File: src/rtl/uart_receiver.sv
// 16x-oversampling UART receiver, 8 data bits, 1 stop bit.
// Define UART_RX_PARITY_EN for a trailing even-parity bit (8E1).
module uart_receiver #(
    parameter int OVS_DIV = 326
) (
    input  logic       clk,
    input  logic       rst,
    input  logic       rx_in,
    output logic [7:0] d_out,
    output logic       rx_valid,
    output logic       rx_status,
    output logic       frame_err,
    output logic       parity_err
);

    localparam int DW = (OVS_DIV > 2) ? $clog2(OVS_DIV) : 1;
    localparam logic [DW-1:0] DIV_MAX = DW'(OVS_DIV - 1);

`ifdef UART_RX_PARITY_EN
    typedef enum logic [2:0] {IDLE, START, DATA, PARITY, STOP, BRK} state_t;
`else
    typedef enum logic [2:0] {IDLE, START, DATA, STOP, BRK} state_t;
`endif

    state_t          state, state_n;
    logic [1:0]      sync_q;
    logic            rx_s;
    logic [DW-1:0]   div_cnt, div_n;
    logic            tick;
    logic [3:0]      tick_cnt, tick_n;
    logic [2:0]      bit_idx, bit_n;
    logic [7:0]      shreg, sh_n;
    logic [7:0]      dout_n;
    logic            valid_n;
    logic            ferr_n;

    assign rx_s = sync_q[1];
    assign tick = (div_cnt == DIV_MAX);

    // Busy drops in the cycle a result pulses, even when BRK follows.
    assign rx_status = (state != IDLE) && !frame_err;

`ifdef UART_RX_PARITY_EN
    logic par_bad, pbad_n;
    logic perr_n;
`endif

    always_comb begin
        state_n = state;
        div_n   = tick ? '0 : div_cnt + 1'b1;
        tick_n  = tick_cnt;
        bit_n   = bit_idx;
        sh_n    = shreg;
        dout_n  = d_out;
        valid_n = 1'b0;
        ferr_n  = 1'b0;
`ifdef UART_RX_PARITY_EN
        pbad_n  = par_bad;
        perr_n  = 1'b0;
`endif
        unique case (state)
            IDLE: begin
                if (!rx_s) begin
                    state_n = START;
                    div_n   = '0;
                    tick_n  = '0;
                    bit_n   = '0;
                end
            end
            START: begin
                if (tick) begin
                    tick_n = tick_cnt + 4'd1;
                    if (tick_cnt == 4'd7) begin
                        tick_n  = '0;
                        state_n = rx_s ? IDLE : DATA;
                    end
                end
            end
            DATA: begin
                if (tick) begin
                    tick_n = tick_cnt + 4'd1;
                    if (tick_cnt == 4'd15) begin
                        sh_n  = {rx_s, shreg[7:1]};
                        bit_n = bit_idx + 3'd1;
                        if (bit_idx == 3'd7) begin
`ifdef UART_RX_PARITY_EN
                            state_n = PARITY;
`else
                            state_n = STOP;
`endif
                        end
                    end
                end
            end
`ifdef UART_RX_PARITY_EN
            PARITY: begin
                if (tick) begin
                    tick_n = tick_cnt + 4'd1;
                    if (tick_cnt == 4'd15) begin
                        pbad_n  = rx_s ^ (^shreg);
                        state_n = STOP;
                    end
                end
            end
`endif
            STOP: begin
                if (tick) begin
                    tick_n = tick_cnt + 4'd1;
                    if (tick_cnt == 4'd15) begin
                        if (rx_s) begin
                            dout_n  = shreg;
                            valid_n = 1'b1;
`ifdef UART_RX_PARITY_EN
                            perr_n  = par_bad;
`endif
                            state_n = IDLE;
                        end else begin
                            ferr_n  = 1'b1;
                            state_n = BRK;
                        end
                    end
                end
            end
            BRK: begin
                if (rx_s) state_n = IDLE;
            end
            default: state_n = IDLE;
        endcase
    end

    always_ff @(posedge clk) begin
        if (rst) begin
            sync_q    <= 2'b11;
            state     <= IDLE;
            div_cnt   <= '0;
            tick_cnt  <= '0;
            bit_idx   <= '0;
            shreg     <= '0;
            d_out     <= '0;
            rx_valid  <= 1'b0;
            frame_err <= 1'b0;
`ifdef UART_RX_PARITY_EN
            par_bad    <= 1'b0;
            parity_err <= 1'b0;
`endif
        end else begin
            sync_q    <= {sync_q[0], rx_in};
            state     <= state_n;
            div_cnt   <= div_n;
            tick_cnt  <= tick_n;
            bit_idx   <= bit_n;
            shreg     <= sh_n;
            d_out     <= dout_n;
            rx_valid  <= valid_n;
            frame_err <= ferr_n;
`ifdef UART_RX_PARITY_EN
            par_bad    <= pbad_n;
            parity_err <= perr_n;
`endif
        end
    end

`ifndef UART_RX_PARITY_EN
    assign parity_err = 1'b0;
`endif

endmodule

File: config.mk
export PLATFORM = sky130hd
export DESIGN_NAME = uart_receiver
export DESIGN_NICKNAME = d
export VERILOG_FILES = /design/src/rtl/uart_receiver.sv
export SDC_FILE = /design/constraint.sdc
export NUM_CORES = 1
export LEC_CHECK = 0
export CAP_MARGIN = 5
export CELL_PAD_IN_SITES_DETAIL_PLACEMENT = 2
export CELL_PAD_IN_SITES_GLOBAL_PLACEMENT = 2
export CORE_MARGIN = 3
export CORE_UTILIZATION = 32
export DETAILED_ROUTE_END_ITERATION = 10
export GPL_TIMING_DRIVEN = 1
export PLACE_DENSITY_LB_ADDON = 0.1
export REMOVE_ABC_BUFFERS = 1
export SETUP_SLACK_MARGIN = 0.5
export SLEW_MARGIN = 20
export SYNTH_ARGS = -nofsm -noshare
export SYNTH_HDL_FRONTEND = slang
export SYNTH_SLANG_ARGS = --single-unit
File: constraint.sdc
create_clock -name clk -period 1.7 [get_ports clk]
set_input_delay 0.34 -clock clk [delete_from_list [all_inputs] [get_ports clk]]
set_output_delay 0.34 -clock clk [all_outputs]
set_load 0.01 [all_outputs]
### Yosys cells after proc, flatten, opt, wreduce, memory -nomap -nowiden

Index checks and enable logic that the tools add are counted.

* $add $sub $neg: 3
* equal/unequal tests: 18
* mux-type cells: 26
* bitwise operators: 3
* reductions and logical operators: 13

Operators by type and width (number)
* 3-bit two-way mux: 13
* 9-bit two-way mux: 3
* 2-bit inequality test (second input constant): 9
* 4-bit two-way mux: 4
* 3-bit case mux with 5 select lines: 1
* 4-bit case mux with 3 select lines: 1
* 4-bit AND reduction: 3
* 9-bit by 1-bit adder with 9-bit output (second input constant): 1
* 9-bit == test (second input constant): 1
* 9-bit AND reduction: 1
* 3-bit by 2-bit == test with 1-bit output (second input constant): 2
* 3-bit == test (second input constant): 2
* 3-bit case mux with 2 select lines: 1
* 3-bit nonzero test: 2
* 4-bit by 1-bit adder with 4-bit output (second input constant): 1
* 4-bit by 3-bit == test with 1-bit output (second input constant): 1
* 4-bit == test (second input constant): 1
* 4-bit OR reduction: 1
* 3-bit by 1-bit adder with 3-bit output (second input constant): 1
* 3-bit by 1-bit == test with 1-bit output (second input constant): 1
* 3-bit zero test: 1
* 1-bit inverter: 3
* 3-bit AND reduction: 1
* 1-bit two-way mux: 2
* 6 further kinds: 6

* register bits after elaboration: 39
* output and inout port bits: 12

### Depth between registers and ports, before layout

* word-level depth: 5
* depth in mapped cells: 8

### Worst setup path after synthesis

OpenSTA, ideal clock, no wires.

* kind: register to register
* start: register div_cnt[5]
* end: register tick_cnt[0]
* setup time: 0.121 ns
* data arrival time: 1.693 ns
* data required time: 1.579 ns
* slack: -0.114 ns
* stages on the path, launching flop included: 5
* buffers on the path: 0
* cell sequence: dfxtp_1 or4b_4 or2_4 o31a_1 mux2_4

* cells in the longest elaborated chain, start to end: 3
* elaborated cells on any way between the ends: 4
* classes of those cells: eq/ne (3); reduce/logical (1)

Ends and longest elaborated chain
* start: declaration: RTL line 28 `logic [DW-1:0] div_cnt, div_n;`
* start signal: assignment: RTL line 149 `div_cnt <= div_n;`
* 9-bit == test (*): RTL line 38 `assign tick = (div_cnt == DIV_MAX);`
* 2-bit by 1-bit inequality test with 1-bit output (no line) / 2-bit inequality test (equally long branches)
* 4-bit AND reduction (no line) (*)
* end signal: assignment: RTL line 150 `tick_cnt <= tick_n;`
* end: declaration: RTL line 30 `logic [3:0] tick_cnt, tick_n;`

Mark *: on every way between the ends. The rest lies on a longest branch, timed or not.
A chain may end at the register's enable or synchronous reset.

### Worst setup path in the final report

* start: register div_cnt[5]
* end: register shreg[1]

* cells in the longest elaborated chain, start to end: 2

Ends and longest elaborated chain
* 9-bit == test: RTL line 38
* 3-bit AND reduction (no line)
* end signal: assignment: RTL line 152 `shreg <= sh_n;`
* end: declaration: RTL line 32 `logic [7:0] shreg, sh_n;`

Every way passes these cells.

==> results.yml <==
yosys:
  yosysSeqAreaShare_pct: 45.09
  yosys.area_share.simple_pct: 24.57
  synthFlopType: "dfxtp_1"
  synth_fa_ha_area_share_pct: 3.613
  synth_cell_types: 42
  synth.area.mux_share_pct: 11.27
  syn_area_mm2: 0.001732
  syn_inst: 183
  synth_edf_count: 0
  synth_async_sr_flop_share_pct: 0
  synth-xor-area-share_pct: 4.046
  synth_seq_cells: 39
  syn_avg_cell_area_um2: 9.463
  synth_compound_area_share_pct: 7.514
  yosysWarnings: 0
  synth_top_family_by_area: "simple AND/OR/NAND/NOR gates"
layout:
  syn_to_final_growth_pct: 40.90
  layout_common_cells: "dfxtp_1 (28), nor2_1 (24), buf_4 (23)"
  drive_above_1_share_pct: 44.25
  final_common_cell: "dfxtp_1"
  nNetsFinal: 233
  postLayoutCoreUtil_pct: 47.17
  nFillCells: 538
  diodes: 0
drt:
  ant_nets: 0
  drtIter0Drc: 38
  dr.pass1.iters: 4
  drc: 0
  vias: 1459
  routed_wl_um: 5043
  via_per_inst: 4.929
  avgRoutedWirePerCell_um: 17.04
sta:
  finalSetupTns_ns: -3.034
  setup_slack_ns: -0.2190
  slew_viol_final: 0
  max_freq_mhz: 521.1
  period_share_pct: 112.9
  finalCriticalPeriod_ns: 1.919
  rsz0062_at_grt: "true"
  finalHoldViolCount: 0
  hold_ws_ns: 0.4229
  setup_viol: 26
  fin_worst_skew_ns: 0.003055
global_route:
  grt_pass1_wl_um: 7879
  grt.overflow.total: 0
  grt_start_max_net_pins: 15
  grt_pass1_vias: 1617
  grt_usage_pct: 15.97
  antenna_found_initial: 0
critical_path:
  crit_path_start_kind: "flop"
  critPathMaxFanout: 8
  end_kind: "flop"
  crit_type: "reg -> reg"
  worstPathRequired_ns: 1.88
  cp.arrival_ns: 2.10
pwr:
  total_power_mw: 1.769
  vdd_ir_drop_max_v: 0.0003632
  leakagePower_nw: 1.043
  power_density_mw_per_mm2: 724.8
floorplanning:
  initial_core_util_pct: 33.48
  core_area_mm2: 0.005172
  die_area_mm2: 0.006330
  io_pins: 15
  die_x_um: 79.56
  fp.dieH_um: 79.56
  rows: 26
run_status:
  status: "finished with violations"
  violations: "setup timing"
place:
  port_buffers: 13
  pre_cts_ws_ns: -0.1867
  gp_congestion: 0.7734
  hpwl_um: 3349
min_path:
  hp-class: "reg -> reg"
clock_network:
  clock_latency_ns: 0.29
  cts_max_level: 2
  clock_path_buffers: 2
  clkTransAtPathRegs_ns: 0.08
  clock-root-buffer: "clkbuf_8"
  clock_sinks: 39
  tritoncts: "yes"
  cts_buffers: 5
job:
  maxCapViolCount: 0
[power by group]
group | switching, mW | total (mW) | internal, mW
clock network | 0.335 | 0.704 | 0.369
registers | 0.00803 | 0.929 | 0.921
logic | 0.0758 | 0.136 | 0.0597
[layer usage]
metal | track usage [%] | vias up | wire length (µm)
li1 | - | 709 | -
met1 | 20.01 | 725 | 2189
met2 | 26.79 | 17 | 2667
met3 | 3.725 | 8 | 110
met4 | 5.326 | 0 | 76
met5 | 0 | - | 0
[layout make-up]
cell class,instances,area (µm²),share of cell area [%]
Tap cell,70,87.58,3.590
Timing Repair Buffer,44,385.4,15.79
Clock buffer,7,96.34,3.949
Clock inverter,1,7.507,0.3077
Sequential cell,39,799.5,32.77
Inverter,3,13.76,0.5641
Multi-Input combinational cell,132,1050,43.03
[worst paths after layout]
kind,startpoint,slack [ns],to,depth (start not counted)
max,div_cnt[5]$_SDFF_PP0_,-0.22,shreg[1]$_SDFFE_PP0P_,7
min,sync_q[0]$_SDFF_PP1_,0.42,sync_q[1]$_SDFF_PP1_,1
max reg2reg,div_cnt[5]$_SDFF_PP0_,-0.22,shreg[1]$_SDFFE_PP0P_,7
min reg2reg,sync_q[0]$_SDFF_PP1_,0.42,sync_q[1]$_SDFF_PP1_,1
[through the flow]
stage | std cells | instance area (µm²)
6_report | 296 | 2440
3_5_place_dp | 283 | 2142
4_1_cts | 293 | 2287
2_1_floorplan | 174 | 1679
3_3_place_gp | 283 | 2142
5_1_grt | 296 | 2440
[state kept, by name, summed over array words and instances, names as in the netlist]
register / flops
shreg: 8
div_cnt: 9
frame_err: 1
d_out: 8
state: 3
sync_q: 2
tick_cnt: 4
bit_idx: 3
rx_valid: 1
[worst max-delay path, stage by stage, from the launching register on]
cell and delay, ns:
dfxtp_2 0.32, or4b_4 0.58, nor3_4 0.18, buf_6 0.14, nand4_4 0.13, buf_12 0.19
mux2i_1 0.20, nor2_1 0.07
[repair_timing]
item / in CTS / in global routing
pin swaps: 6 / 12
hold buffers: 0 / 0
setup endpoints to repair: 50 / 44
resized for setup: 61 / 42
cloned: 0 / 1
endpoints found under the hold margin: 0 / 0
buffers inserted: 2 / 2
[logic make-up (layout without fill, tap and decap cells)]
| logic type | Yosys count | after routing |
|---|---|---|
| other cells | 1 | 1 |
| flops | 39 | 39 |
| simple gates | 79 | 79 |
| mux | 19 | 19 |
| buf+inv | 12 | 55 |
| fa+ha+maj | 5 | 5 |
| xor+xnor | 8 | 8 |
| compound gates | 20 | 20 |
[synthesized netlist by cell type, types with 3 or more instances]
| cell type | n | share of area (%) |
|---|---|---|
| dfxtp_1 | 39 | 45 |
| xor2_1 | 4 | 2.0 |
| xnor2_1 | 4 | 2.0 |
| a21oi_1 | 6 | 1.7 |
| o21ai_0 | 4 | 1.2 |
| nand3_1 | 8 | 2.3 |
| ha_1 | 5 | 3.6 |
| clkbuf_1 | 4 | 0.87 |
| nor3_1 | 3 | 0.87 |
| mux2i_1 | 18 | 10 |
| nor2b_1 | 4 | 1.4 |
| nand2_1 | 9 | 2.0 |
| and3_1 | 3 | 1.1 |
| inv_1 | 3 | 0.65 |
| nor2_1 | 34 | 7.4 |
Note: power is estimated with default switching activity, not from simulation.
